===== config.mk =====
export PLATFORM = sky130hd
export DESIGN_NAME = ascon_state_loader
export DESIGN_NICKNAME = d
export VERILOG_FILES = /design/src/rtl/ascon_state_loader.sv
export SDC_FILE = /design/constraint.sdc
export NUM_CORES = 1
export LEC_CHECK = 0
export ABC_CLOCK_PERIOD_IN_PS = 2200
export CAP_MARGIN = 20
export CELL_PAD_IN_SITES_DETAIL_PLACEMENT = 1
export CELL_PAD_IN_SITES_GLOBAL_PLACEMENT = 2
export CORE_MARGIN = 2
export CORE_UTILIZATION = 33
export DETAILED_ROUTE_END_ITERATION = 10
export PLACE_DENSITY_LB_ADDON = 0.15
export SLEW_MARGIN = 30
export SYNTH_ARGS = -nofsm -noshare
export SYNTH_HDL_FRONTEND = slang
export SYNTH_SLANG_ARGS = --single-unit

===== constraint.sdc =====
create_clock -name clk -period 2.2 [get_ports clk]
set_input_delay 0.22 -clock clk [delete_from_list [all_inputs] [get_ports clk]]
set_output_delay 0.22 -clock clk [all_outputs]
set_load 0.005 [all_outputs]

===== src/rtl/ascon_state_loader.sv =====
// ============================================================================
// ascon_state_loader : byte-serial Ascon state assembler with a valid/ready handoff
// Optional: ASCON_LOADER_IV_EN (lane 0 holds the fixed IV)       Rev 1.0
// ============================================================================
`default_nettype none

module ascon_state_loader #(
  parameter int LANE_W = 48
) (
  input  logic              clk,
  input  logic              rst_n,
  input  logic [7:0]        in_data,
  input  logic              in_valid,
  output logic              in_ready,
  input  logic              clear,
  output logic              st_valid,
  input  logic              st_ready,
  output logic [LANE_W-1:0] S_0_out,
  output logic [LANE_W-1:0] S_1_out,
  output logic [LANE_W-1:0] S_2_out,
  output logic [LANE_W-1:0] S_3_out,
  output logic [LANE_W-1:0] S_4_out,
  output logic [4:0]        byte_cnt
);

  localparam int BPL       = LANE_W / 8;
  localparam int NUM_BYTES = 5 * BPL;
`ifdef ASCON_LOADER_IV_EN
  localparam int FIRST_LANE = 1;
`else
  localparam int FIRST_LANE = 0;
`endif
  localparam int         FILL_BYTES = NUM_BYTES - FIRST_LANE * BPL;
  localparam logic [4:0] LAST_IDX   = 5'(FILL_BYTES - 1);

  typedef enum logic {
    FILL = 1'b0,
    HOLD = 1'b1
  } state_t;

  state_t      state_q, state_d;
  logic [4:0]  cnt_d;
  logic        accept;
  logic        handoff;
  logic [LANE_W-1:0] lanes [5];

  assign in_ready = (state_q == FILL) && !clear;
  assign st_valid = (state_q == HOLD);
  assign accept   = in_valid && in_ready;
  assign handoff  = st_valid && st_ready;

  always_comb begin
    state_d = state_q;
    cnt_d   = byte_cnt;
    if (clear) begin
      state_d = FILL;
      cnt_d   = '0;
    end else begin
      unique case (state_q)
        FILL: begin
          if (accept) begin
            if (byte_cnt == LAST_IDX) begin
              state_d = HOLD;
              cnt_d   = '0;
            end else begin
              cnt_d = byte_cnt + 5'd1;
            end
          end
        end
        HOLD: begin
          if (st_ready) state_d = FILL;
        end
        default: state_d = FILL;
      endcase
    end
  end

  always_ff @(posedge clk or negedge rst_n) begin
    if (!rst_n) begin
      state_q  <= FILL;
      byte_cnt <= '0;
    end else begin
      state_q  <= state_d;
      byte_cnt <= cnt_d;
    end
  end

  // Byte k of the fill lands big-endian in lane FIRST_LANE + k/BPL; the
  // slot is picked by decoding byte_cnt against each slot's fixed index.
  generate
    for (genvar l = FIRST_LANE; l < 5; l++) begin : g_lane
      localparam int BASE = (l - FIRST_LANE) * BPL;
      logic [LANE_W-1:0] lane_q;

      always_ff @(posedge clk or negedge rst_n) begin
        if (!rst_n) begin
          lane_q <= '0;
        end else if (accept) begin
          for (int b = 0; b < BPL; b++) begin
            if (byte_cnt == 5'(BASE + b)) lane_q[LANE_W-1-8*b -: 8] <= in_data;
          end
        end
      end

      assign lanes[l] = lane_q;
    end
  endgenerate

`ifdef ASCON_LOADER_IV_EN
  generate
    if (FIRST_LANE == 1) begin : g_iv
      localparam logic [LANE_W-1:0] IV = LANE_W'(48'h80400c060000);
      logic [LANE_W-1:0] iv_q;

      always_ff @(posedge clk or negedge rst_n) begin
        if (!rst_n) begin
          iv_q <= IV;
        end else if (clear || handoff) begin
          iv_q <= IV;
        end
      end

      assign lanes[0] = iv_q;
    end
  endgenerate
`endif

  assign S_0_out = lanes[0];
  assign S_1_out = lanes[1];
  assign S_2_out = lanes[2];
  assign S_3_out = lanes[3];
  assign S_4_out = lanes[4];

endmodule

`default_nettype wire


==> metrics.txt <==
# TYPE chip_impl_metric gauge
chip_impl_metric{name="io_pins",unit=""} 260
chip_impl_metric{name="totalWireLength",unit="um"} 28860
chip_impl_metric{name="reg2regPathDepth",unit=""} 7
chip_impl_info{name="cp-end-kind",value="primary output"} 1
chip_impl_info{name="synth_top_flop_cell",value="dfrtp_1"} 1
chip_impl_metric{name="worst_pin_slew",unit="ns"} 0.5362
chip_impl_metric{name="clock_transition_time_at_the_flip_flop_clock_pins_of_the_worst_setup_and_hold_paths",unit="ns"} 0.06
chip_impl_metric{name="synth_top_area_share",unit=""} 0.6370
chip_impl_info{name="ys_top_cells_by_area",value="dfrtp_1, mux2_2, clkbuf_1"} 1
chip_impl_metric{name="max-cap-violations",unit=""} 0
chip_impl_metric{name="dr_total_vias",unit=""} 6205
chip_impl_metric{name="maxSlewHeadroom",unit=""} 0.6425
chip_impl_metric{name="grt_antenna_before_repair",unit=""} 0
chip_impl_metric{name="timing.critical_path.required",unit="ns"} 1.98
chip_impl_metric{name="grt_pass1_vias",unit=""} 6950
chip_impl_metric{name="setup_viol",unit=""} 0
chip_impl_info{name="synth.top_cells.by_count",value="dfrtp_1, mux2_2, clkbuf_1, buf_2, nand3_1"} 1
chip_impl_metric{name="skew",unit="ns"} 0.01901
chip_impl_info{name="synth_top_area_cell",value="dfrtp_1"} 1
chip_impl_metric{name="synthXorXnorAreaFrac",unit=""} 0
chip_impl_metric{name="muxShareOfSynthArea",unit=""} 0.2796
chip_impl_metric{name="mappedNetlistArea",unit="mm2"} 0.009664
chip_impl_metric{name="power_density",unit="mW/mm2"} 762.2
chip_impl_metric{name="synth_enable_flop_cells",unit=""} 0
chip_impl_metric{name="crit_path_max_incr_delay",unit="ns"} 0.59
chip_impl_info{name="cts_tree",value="done"} 1
chip_impl_metric{name="floorplan.initialDensity",unit=""} 0.3358
chip_impl_metric{name="postSynthNetCount",unit=""} 628
chip_impl_info{name="r2r_end",value="S_2_out[22]$_DFFE_PN0P_"} 1
chip_impl_metric{name="clock_buffers_created_by_tritoncts",unit=""} 27
chip_impl_metric{name="antenna_violating_nets_post_route",unit=""} 0
chip_impl_metric{name="die_h",unit="um"} 175.1
chip_impl_metric{name="h-tree-depth",unit=""} 1
chip_impl_metric{name="final-max-slew-violation-count",unit=""} 0
chip_impl_metric{name="cp_num_cells",unit=""} 3
chip_impl_info{name="critical-path-top-delay-family",value="buffers and inverters"} 1
chip_impl_metric{name="nFillCells",unit=""} 2835
chip_impl_info{name="synth.most_common_cell",value="dfrtp_1"} 1
chip_impl_metric{name="arrival",unit="ns"} 1.85
chip_impl_metric{name="detailedRoute.firstPassIterationCount",unit=""} 4
chip_impl_metric{name="synth_warnings",unit=""} 0
chip_impl_metric{name="final_net_count",unit=""} 916
chip_impl_metric{name="post_layout_nonfiller_instances",unit=""} 1302
chip_impl_info{name="worst_setup_path_start_kind",value="register"} 1
chip_impl_metric{name="fmax",unit="MHz"} 482.0
chip_impl_metric{name="timing.reg2reg.setup_slack",unit="ns"} 0.14
chip_impl_metric{name="portBuffers",unit=""} 259
chip_impl_metric{name="final-hold-violation-count",unit=""} 0
chip_impl_metric{name="place_hpwl",unit="um"} 19340
chip_impl_metric{name="synth_cell_types",unit=""} 35
chip_impl_info{name="timing.setup.critical_path_class",value="reg -> out"} 1
chip_impl_metric{name="post_route_cells_drive_above_1_share",unit=""} 0.3736
chip_impl_metric{name="vdd_drop_max",unit="mV"} 0.5717
chip_impl_metric{name="gp_routability_congestion",unit=""} 0.7840
chip_impl_info{name="rsz0062_at_grt",value="false"} 1
chip_impl_metric{name="die_width",unit="um"} 175.1
chip_impl_info{name="combinational_family_with_the_most_area_after_synthesis",value="multiplexers"} 1
chip_impl_metric{name="core_area",unit="mm2"} 0.02878
chip_impl_metric{name="yosys.area_share.simple",unit=""} 0.05088
chip_impl_metric{name="post-route-min-period",unit="ns"} 2.075
chip_impl_metric{name="async_flop_share",unit=""} 1.000
chip_impl_info{name="cts_root_buf",value="clkbuf_16"} 1
chip_impl_metric{name="finalPower",unit="W"} 0.01062
chip_impl_metric{name="yosysSeqAreaShare",unit=""} 0.6370
chip_impl_metric{name="placedCellCount",unit=""} 1252
chip_impl_metric{name="detail_route.wl_per_cell",unit="um"} 22.17
chip_impl_metric{name="finalCritPeriodShare",unit=""} 0.9430
chip_impl_metric{name="synth.ff_latch_count",unit=""} 246
chip_impl_info{name="worstPathCellList",value="buf_4 > nor2_1 > clkdlybuf4s50_1"} 1
chip_impl_metric{name="buffers_and_inverters_on_the_worst_path",unit=""} 2
chip_impl_info{name="critical_path.slowest_cell",value="clkdlybuf4s50_1"} 1
chip_impl_metric{name="antennaDiodeCount",unit=""} 0
chip_impl_info{name="run_status",value="completed"} 1
chip_impl_metric{name="cts_sinks",unit=""} 246
chip_impl_metric{name="wire_length_of_the_first_global_routing_pass",unit="um"} 44190
chip_impl_metric{name="die_area",unit="mm2"} 0.03067
chip_impl_metric{name="grt_start_max_net_pins",unit=""} 67
chip_impl_metric{name="initialDrtViolationCount",unit=""} 229
chip_impl_metric{name="synth-adder-area-share",unit=""} 0.006473
chip_impl_metric{name="max_root_sink_buffers",unit=""} 3
chip_impl_metric{name="viasPerCell",unit=""} 4.766
chip_impl_info{name="hold_path_class",value="in -> async"} 1
chip_impl_metric{name="detail_route.drc_violations",unit=""} 0
chip_impl_metric{name="crit_path_max_fanout",unit=""} 7
chip_impl_metric{name="globalRouteOverflowTotal",unit=""} 0
chip_impl_metric{name="average_cell_area_after_synthesis",unit="um2"} 15.84
chip_impl_metric{name="p_leak",unit="nW"} 6.559
chip_impl_info{name="regToRegStartpoint",value="byte_cnt[0]$_DFFE_PN0P_"} 1
chip_impl_metric{name="insertion_delay",unit="ns"} 0.54
chip_impl_metric{name="synthCells",unit=""} 610
chip_impl_metric{name="floorplan.rows",unit=""} 62
chip_impl_metric{name="post_cts.repair.setup_buffers",unit=""} 0
chip_impl_metric{name="area.growth.synth_to_final",unit="%"} 44.19
chip_impl_metric{name="overall_routing_resource_usage",unit=""} 0.1882
chip_impl_metric{name="synth-compound-area-share",unit=""} 0.003884
-- cell families after synthesis --
family,Yosys count
mux,240
simple gates,65
flops,246
compound gates,6
fa+ha+maj,5
buf+inv,48
-- per-stage QoR --
stage                     utilization  area, um2  worst slack (ns)  hold slack, ns  TNS (ns)
final                          0.4842      13930            0.1253          0.2461         0
after floorplan                     -       9664            0.3603        -0.07559         0
after CTS                      0.4839      13930           0.06906          0.2467         0
after global routing           0.4842      13930           0.02667          0.2742         0
after detailed placement       0.4520      13010          -0.05360          0.2178   -0.8371
after global placement         0.4520      13010          -0.06466          0.2117    -1.270
-- flip-flops by register name, summed over array words and instances, names as in the netlist --
name and flops:
S_3_out 48, S_4_out 48, S_2_out 48, S_0_out 48, st_valid 1, byte_cnt 5, S_1_out 48
-- cell type report --
cell class / instances / area (um2) / area share
repair buffers: 304 / 3075 / 0.2207
flip-flops and latches: 246 / 6156 / 0.4418
multi-input cells: 316 / 3303 / 0.2370
well taps: 384 / 480.5 / 0.03448
clock inverters: 11 / 111.4 / 0.007991
inverters: 3 / 11.26 / 0.0008081
clock buffers: 38 / 797.0 / 0.05720
-- routing by layer --
layer / routed length (um) / global-route usage
met5: 0 / 0
met4: 467 / 0.03889
met3: 1970 / 0.05222
met2: 13870 / 0.3115
met1: 12550 / 0.2475
-- worst max-delay path by stage --
stage                                   end                    start  slack, ns
floorplan           S_1_out[24]$_DFFE_PN0P_  byte_cnt[0]$_DFFE_PN0P_       0.36
global placement    S_1_out[25]$_DFFE_PN0P_                 in_valid      -0.06
detailed placement  S_3_out[28]$_DFFE_PN0P_                 in_valid      -0.05
CTS                 S_4_out[47]$_DFFE_PN0P_  byte_cnt[0]$_DFFE_PN0P_       0.07
global route                       in_ready       st_valid$_DFF_PN0_       0.03
finish                             in_ready       st_valid$_DFF_PN0_       0.13
-- placed cells by master, fill, tap and decap left out, types with 4 or more instances in the layout --
| cell | Yosys | routed |
|---|---|---|
| mux2_1 | 6 | 6 |
| nand2_1 | 8 | 8 |
| clkbuf_16 | 0 | 27 |
| dfrtp_1 | 246 | 246 |
| nand3b_1 | 4 | 4 |
| ha_1 | 5 | 5 |
| buf_12 | 0 | 11 |
| buf_4 | 2 | 33 |
| and3_1 | 12 | 10 |
| mux2_2 | 234 | 234 |
| clkinv_2 | 0 | 7 |
| nand3_1 | 13 | 13 |
| clkbuf_8 | 0 | 8 |
| nor2b_1 | 5 | 5 |
| clkdlybuf4s50_1 | 0 | 258 |
-- what timing repair did --
item                                    in CTS  in global routing
endpoints found under the setup margin       0                 24
hold buffers                                 1                  0
hold endpoints to repair                    60                  0
gates resized for setup                      0                  3
-- power breakdown --
group	switching [W]	leakage [nW]	internal, W	total [W]
Clock	0.00182	0.454	0.00275	0.00457
Sequential	0.000141	3.36	0.00478	0.00492
Combinational	0.000462	2.75	0.000671	0.00113
Total	0.00243	6.56	0.00820	0.0106
Note: power is estimated with default switching activity, not from simulation.
